===== config.mk =====
export PLATFORM = sky130hd
export DESIGN_NAME = lc_1512_pair_ctrl
export DESIGN_NICKNAME = d
export VERILOG_FILES = /design/src/rtl/lc_1512_pkg.sv /design/src/rtl/lc_1512_count_mem.sv /design/src/rtl/lc_1512_pair_ctrl.sv
export SDC_FILE = /design/constraint.sdc
export NUM_CORES = 1
export LEC_CHECK = 0
export BUFFER_PORTS_ARGS = -buffer_cell sky130_fd_sc_hd__buf_4
export CORE_MARGIN = 2
export CORE_UTILIZATION = 50
export CTS_CLUSTER_SIZE = 10
export DETAILED_ROUTE_END_ITERATION = 8
export GPL_TIMING_DRIVEN = 0
export PLACE_DENSITY = 0.71
export SYNTH_ARGS = -nofsm -noshare
export SYNTH_HDL_FRONTEND = slang
export SYNTH_SLANG_ARGS = --single-unit

===== constraint.sdc =====
create_clock -name clk -period 12.75 [get_ports clk]
set_clock_uncertainty 0.2 [all_clocks]
set_input_delay 2.55 -clock clk [delete_from_list [all_inputs] [get_ports clk]]
set_output_delay 2.55 -clock clk [all_outputs]
set_load 0.05 [all_outputs]

===== src/rtl/lc_1512_pkg.sv =====
// lc_1512_pkg: shared FSM state type and default sizing for the pair counter
package lc_1512_pkg;
  typedef enum logic [1:0] {ACCUM, EMIT, CLEAR} state_t;
  localparam int DATA_SIZE_D = 32;
  localparam int VALUE_W_D = 7;
  localparam int CNT_W_D = 8;
endpackage


===== src/rtl/lc_1512_count_mem.sv =====
// lc_1512_count_mem: per-value occurrence table, async read, sync write with clear port
module lc_1512_count_mem #(
  parameter int VALUE_W = 7,
  parameter int CNT_W = 8
) (
  input  logic               clk,
  input  logic [VALUE_W-1:0] addr,
  output logic [CNT_W-1:0]   rd_data,
  input  logic               we,
  input  logic [CNT_W-1:0]   wr_data,
  input  logic               clr,
  input  logic [VALUE_W-1:0] clr_addr
);
  logic [CNT_W-1:0] mem [2**VALUE_W];
  assign rd_data = mem[addr];
  // clearing has priority; it only happens while no elements are accepted
  always_ff @(posedge clk)
    if (clr) mem[clr_addr] <= '0;
    else if (we) mem[addr] <= wr_data;
endmodule


===== src/rtl/lc_1512_pair_ctrl.sv =====
// lc_1512_pair_ctrl: counts equal-value pairs per frame, emits the count, then wipes the table
module lc_1512_pair_ctrl
  import lc_1512_pkg::*;
#(
  parameter int DATA_SIZE = DATA_SIZE_D,
  parameter int VALUE_W = VALUE_W_D,
  parameter int CNT_W = CNT_W_D
) (
  input  logic                 clk,
  input  logic                 rst,
  input  logic [DATA_SIZE-1:0] in_tdata,
  input  logic                 in_tvalid,
  input  logic                 in_tlast,
  output logic                 in_tready,
  output logic [DATA_SIZE-1:0] out_tdata,
  output logic                 out_tuser,
  output logic                 out_tvalid,
  input  logic                 out_tready
);
  state_t state, state_n;
  logic [VALUE_W-1:0] clr_addr;
  logic [DATA_SIZE-1:0] sum;
  logic err;
  logic [CNT_W-1:0] cnt, cnt_n;
  logic [DATA_SIZE:0] sum_x;
  logic acc, in_rng, wr;
  assign in_tready = state == ACCUM;
  assign acc = in_tvalid && in_tready;
  assign in_rng = (in_tdata >> VALUE_W) == '0;
  assign wr = acc && in_rng;
  assign cnt_n = &cnt ? cnt : cnt + 1'b1;
  assign sum_x = {1'b0, sum} + (DATA_SIZE + 1)'(cnt);
  assign out_tvalid = state == EMIT;
  assign out_tdata = sum;
  assign out_tuser = err;
  lc_1512_count_mem #(.VALUE_W(VALUE_W), .CNT_W(CNT_W)) u_mem (
    .clk(clk),
    .addr(in_tdata[VALUE_W-1:0]),
    .rd_data(cnt),
    .we(wr),
    .wr_data(cnt_n),
    .clr(state == CLEAR),
    .clr_addr(clr_addr)
  );
  // state register
  always_ff @(posedge clk)
    if (rst) state <= CLEAR;
    else state <= state_n;
  // next state: last accept -> EMIT, handshake -> CLEAR, final clear address -> ACCUM
  always_comb begin
    state_n = state;
    state_n = (acc && in_tlast) ? EMIT :
              (state == EMIT && out_tready) ? CLEAR :
              (state == CLEAR && &clr_addr) ? ACCUM : state;
  end
  // sum, error flag and clear sweep; the result is zeroed as it leaves EMIT
  always_ff @(posedge clk)
    if (rst) begin
      clr_addr <= '0;
      sum <= '0;
      err <= 1'b0;
    end else begin
      clr_addr <= state == CLEAR ? clr_addr + 1'b1 : '0;
      if (wr) sum <= sum_x[DATA_SIZE] ? '1 : sum_x[DATA_SIZE-1:0];
      if (acc && !in_rng) err <= 1'b1;
      if (state == EMIT && out_tready) begin
        sum <= '0;
        err <= 1'b0;
      end
    end
endmodule


==> reports/qor.txt <==
======================================================================================
Worst slew pin tran                                                           1.630 ns
Met3 wire len                                                                 17760 um
Tmin final                                                                    8.761 ns
Buffer depth of the longest clock path                                               3
Horizontal die dimension                                                      295.9 um
Main flop type after synthesis                                            sky130_fd_sc_hd__edfxtp_1
Setup Total Neg Slack                                                             0 ns
Combinational power share                                                         4.2%
Number of enable-type register cells in the synthesized netlist                   1024
Pin count of the biggest net entering global routing                                49
Status                                                                    finished, violations left
DR pass1 iterations                                                                  7
Synthesized area per cell                                                  19.36 sq um
Cell Count, Final, Fillers Out                                                    3614
Fraction of final layout cells sized beyond drive strength 1                    23.24%
Final worst setup slack                                                       3.989 ns
Sequential cell area fraction in the yosys report                               74.15%
Element type at the critical path start                                   primary input
Synthesis-to-layout area growth                                                 13.86%
Clk Tree Root Cell                                                        sky130_fd_sc_hd__clkbuf_16
Number of buffers inserted by hold repair at cts                                     0
Routed wire length per instance                                               35.44 um
Setup repair after global routing missed its margin                                 no
Final hold viol count                                                                0
Power per Cell Area                                                       145.6 nW/um^2
Final Cell Area                                                            48510 sq um
Clk network pwr share                                                            42.0%
Total power                                                                   7.061 mW
Area of the core region                                                    84750 sq um
Highest routed layer                                                              met4
Die Outline Area                                                           87560 sq um
Post-synthesis register bit count                                                 1066
P_sw                                                                          1.505 mW
Mapped cell area                                                           42610 sq um
Static Leakage                                                                13.35 nW
Vertical die dimension                                                        295.9 um
# placed instances                                                                3449
Count of pins over their slew limit                                                 55
Number of synthesis warnings                                                         0
Number of setup buffers added after CTS                                              0
Violated checks                                                           max-capacitance violations, max-slew violations
Detailed-route vias per instance                                                 6.784
Final setup violation count                                                          0
Inserted Clock Buffers                                                             117
Post-layout utilization of the core                                             57.24%
Number of distinct library cells after synthesis                                    61
Power share of the sequential group                                              53.8%
Cells after Synth                                                                 2201
Mapped Nets                                                                       2249
Post-detailed-routing wire length                                            128100 um
Largest fanout on the critical path                                                 10
Endpoint class of the critical path                                           register
Number of vias in the routed layout                                              24520
Startpoint of the most critical setup path                                 in_tdata[1]
Worst min-delay path startpoint                                              out_tuser
TritonCTS clock tree                                                              done
Wire length of the first global-routing pass                                 176900 um
CP arrival                                                                     9.09 ns
Detailed route wirelength on metal2                                           57820 um
Post-CTS resize count                                                                0
Net count of the finished layout                                                  2472
Required time at the endpoint of the critical path                            13.08 ns
Max IR drop VDD                                                            0.0001228 V
Global placer's final weighted congestion                                       0.9745
Cell area reported after detailed placement                                45310 sq um
Number of top-level pins                                                            72
Number of placement rows                                                           107
Kind of critical path                                                           in2reg
Num Clock Sinks                                                                   1066
Post-placement worst setup slack                                              3.614 ns
Slew Limit Headroom                                                            -8.694%
Initial Util                                                                    50.28%
Remaining antenna violation count                                                    0
Maximum clock frequency                                                     0.1141 GHz
Total track usage                                                               29.44%
PortBufs                                                                            68
Final global-route overflow total                                                    0
Async set or reset register ratio after synthesis                                   0%
R2R Path Start                                                            u_mem.mem[62][0]
Vias in the first global route                                                   23770
DRC marker count from the first detailed-route iteration                          4063
Source-to-sink clock delay at the later pin of the worst-skew pair             0.69 ns
DRC viols                                                                            0
Post-detail-place hpwl                                                        83540 um
H-Tree Level Count                                                                   3
Worst min-delay path category                                                  reg2reg
Number of antenna violations at the first check in global routing                    2
Max-cap violation count                                                              7
Total routed wire length on the met1 layer                                    45540 um
Final worst-path cycle share                                                    68.71%
Cell-internal power                                                           5.556 mW
Net switching fraction of the power                                             21.32%
Worst hold slack                                                             0.2952 ns
Clock slew at the register clock pins of the worst setup and hold paths        0.05 ns
======================================================================================
[power by group through the flow]
stage | Sequential (mW) | Combinational, mW | Clock, mW
finish | 3.80 | 0.298 | 2.97
global route | 3.79 | 0.298 | 3.09
CTS | 3.80 | 0.288 | 2.97
detailed placement | 3.87 | 0.287 | 0
global placement | 3.87 | 0.282 | 0
floorplan | 3.87 | 0.152 | 0
[Yosys cell counts, types with 8 or more instances]
cell,count,share of area (%)
sky130_fd_sc_hd__a22oi_1,9,0.16
sky130_fd_sc_hd__o211ai_1,11,0.19
sky130_fd_sc_hd__dfxtp_1,42,2.0
sky130_fd_sc_hd__edfxtp_1,1024,72
sky130_fd_sc_hd__or2_2,25,0.37
sky130_fd_sc_hd__a31oi_1,23,0.34
sky130_fd_sc_hd__nor2_1,211,1.9
sky130_fd_sc_hd__a211oi_1,8,0.14
sky130_fd_sc_hd__ha_1,10,0.29
sky130_fd_sc_hd__buf_4,11,0.19
sky130_fd_sc_hd__buf_1,14,0.12
sky130_fd_sc_hd__mux2i_1,30,0.70
sky130_fd_sc_hd__nor2b_1,13,0.19
sky130_fd_sc_hd__mux4_1,31,1.9
sky130_fd_sc_hd__o21ai_0,40,0.47
sky130_fd_sc_hd__inv_1,8,0.070
sky130_fd_sc_hd__o22ai_1,52,0.76
sky130_fd_sc_hd__mux4_2,225,12
sky130_fd_sc_hd__a21oi_1,40,0.47
sky130_fd_sc_hd__nand2_1,59,0.52
sky130_fd_sc_hd__nor3_1,39,0.46
sky130_fd_sc_hd__buf_12,8,0.38
sky130_fd_sc_hd__clkbuf_1,54,0.48
sky130_fd_sc_hd__o221ai_1,13,0.27
sky130_fd_sc_hd__nand3_1,19,0.22
sky130_fd_sc_hd__xnor2_1,23,0.47
sky130_fd_sc_hd__nor4_1,15,0.22
sky130_fd_sc_hd__buf_6,21,0.56
sky130_fd_sc_hd__buf_2,26,0.31
[cell families after synthesis]
family                     Yosys count  share of synthesized area (%)
xor gates and xnor gates            27                         0.5550
buffers and inverters              147                          2.226
AOI/OAI and AO/OA                  218                          3.169
and+or+nand+nor                    446                          5.054
adders and majority gates           11                         0.3407
muxes                              286                          14.51
DFF                               1066                          74.15
[layer usage]
| layer | up-vias | global-route usage (%) |
|---|---|---|
| li1 | 9422 | - |
| met1 | 12620 | 40.20 |
| met2 | 2104 | 44.39 |
| met3 | 374 | 8.064 |
| met4 | 0 | 13.90 |
| met5 | - | 0 |
[placed cells by master (no fill, tap or decap), types with 13 or more instances in the layout]
| cell type | Yosys | final |
|---|---|---|
| sky130_fd_sc_hd__nand3_1 | 19 | 19 |
| sky130_fd_sc_hd__nand2_1 | 59 | 59 |
| sky130_fd_sc_hd__dfxtp_1 | 42 | 42 |
| sky130_fd_sc_hd__a21oi_1 | 40 | 38 |
| sky130_fd_sc_hd__xnor2_1 | 23 | 23 |
| sky130_fd_sc_hd__buf_4 | 11 | 81 |
| sky130_fd_sc_hd__buf_1 | 14 | 14 |
| sky130_fd_sc_hd__mux4_1 | 31 | 31 |
| sky130_fd_sc_hd__buf_6 | 21 | 28 |
| sky130_fd_sc_hd__nor2_1 | 211 | 209 |
| sky130_fd_sc_hd__buf_12 | 8 | 16 |
| sky130_fd_sc_hd__mux2i_1 | 30 | 30 |
| sky130_fd_sc_hd__o21ai_0 | 40 | 40 |
| sky130_fd_sc_hd__or2_2 | 25 | 25 |
| sky130_fd_sc_hd__nor3_1 | 39 | 38 |
| sky130_fd_sc_hd__clkbuf_16 | 0 | 119 |
| sky130_fd_sc_hd__mux4_2 | 225 | 225 |
| sky130_fd_sc_hd__buf_2 | 26 | 26 |
| sky130_fd_sc_hd__edfxtp_1 | 1024 | 1024 |
| sky130_fd_sc_hd__o22ai_1 | 52 | 52 |
| sky130_fd_sc_hd__nor2b_1 | 13 | 13 |
| sky130_fd_sc_hd__nor4_1 | 15 | 13 |
| sky130_fd_sc_hd__clkbuf_1 | 54 | 90 |
| sky130_fd_sc_hd__a31oi_1 | 23 | 23 |
| sky130_fd_sc_hd__o221ai_1 | 13 | 13 |
[flip-flops by register name, summed over array words and instances, names as in the netlist]
name and cells:
u_mem.mem 1024, out_tdata 32, clr_addr 7, state 2, out_tuser 1
[final cells by class]
type                    instances  area, sq um
fillers                      6110        36230
flip-flops and latches       1066        31590
multi-input cells             988        10150
clock buffers                 156         3127
well taps                    1144         1431
repair buffers                104         1187
plain buffers                 138        914.6
clock inverters                 5        65.06
inverters                       9        33.78
diodes                          4        10.01
[critical path, stage by stage]
cell                       delay (ns)
sky130_fd_sc_hd__buf_4           0.11
sky130_fd_sc_hd__buf_4           0.18
sky130_fd_sc_hd__buf_4           0.36
sky130_fd_sc_hd__buf_2           0.43
sky130_fd_sc_hd__clkbuf_1        0.64
sky130_fd_sc_hd__nand3_1         0.85
sky130_fd_sc_hd__o22ai_1         0.40
sky130_fd_sc_hd__nor2_1          0.16
sky130_fd_sc_hd__nand2_1         0.11
sky130_fd_sc_hd__o211ai_1        0.29
sky130_fd_sc_hd__and2_2          0.39
sky130_fd_sc_hd__ha_1            0.22
sky130_fd_sc_hd__fa_1            0.44
sky130_fd_sc_hd__a21o_1          0.20
sky130_fd_sc_hd__a21oi_1         0.22
sky130_fd_sc_hd__o21bai_1        0.11
sky130_fd_sc_hd__a21oi_1         0.23
sky130_fd_sc_hd__o21bai_1        0.11
sky130_fd_sc_hd__a21oi_1         0.20
sky130_fd_sc_hd__clkbuf_1        0.47
sky130_fd_sc_hd__nor4b_1         0.14
sky130_fd_sc_hd__xnor2_1         0.18
sky130_fd_sc_hd__a21oi_1         0.08
[path summary, 6_finish.rpt]
kind | endpoint | slack, ns | cells after the start
setup / recovery | out_tdata[14] | 3.99 | 23
hold / removal | out_tuser | 0.30 | 2
setup reg to reg | out_tdata[14] | 7.64 | 18
hold reg to reg | out_tuser | 0.30 | 2
Note: power is estimated with default switching activity, not from simulation.
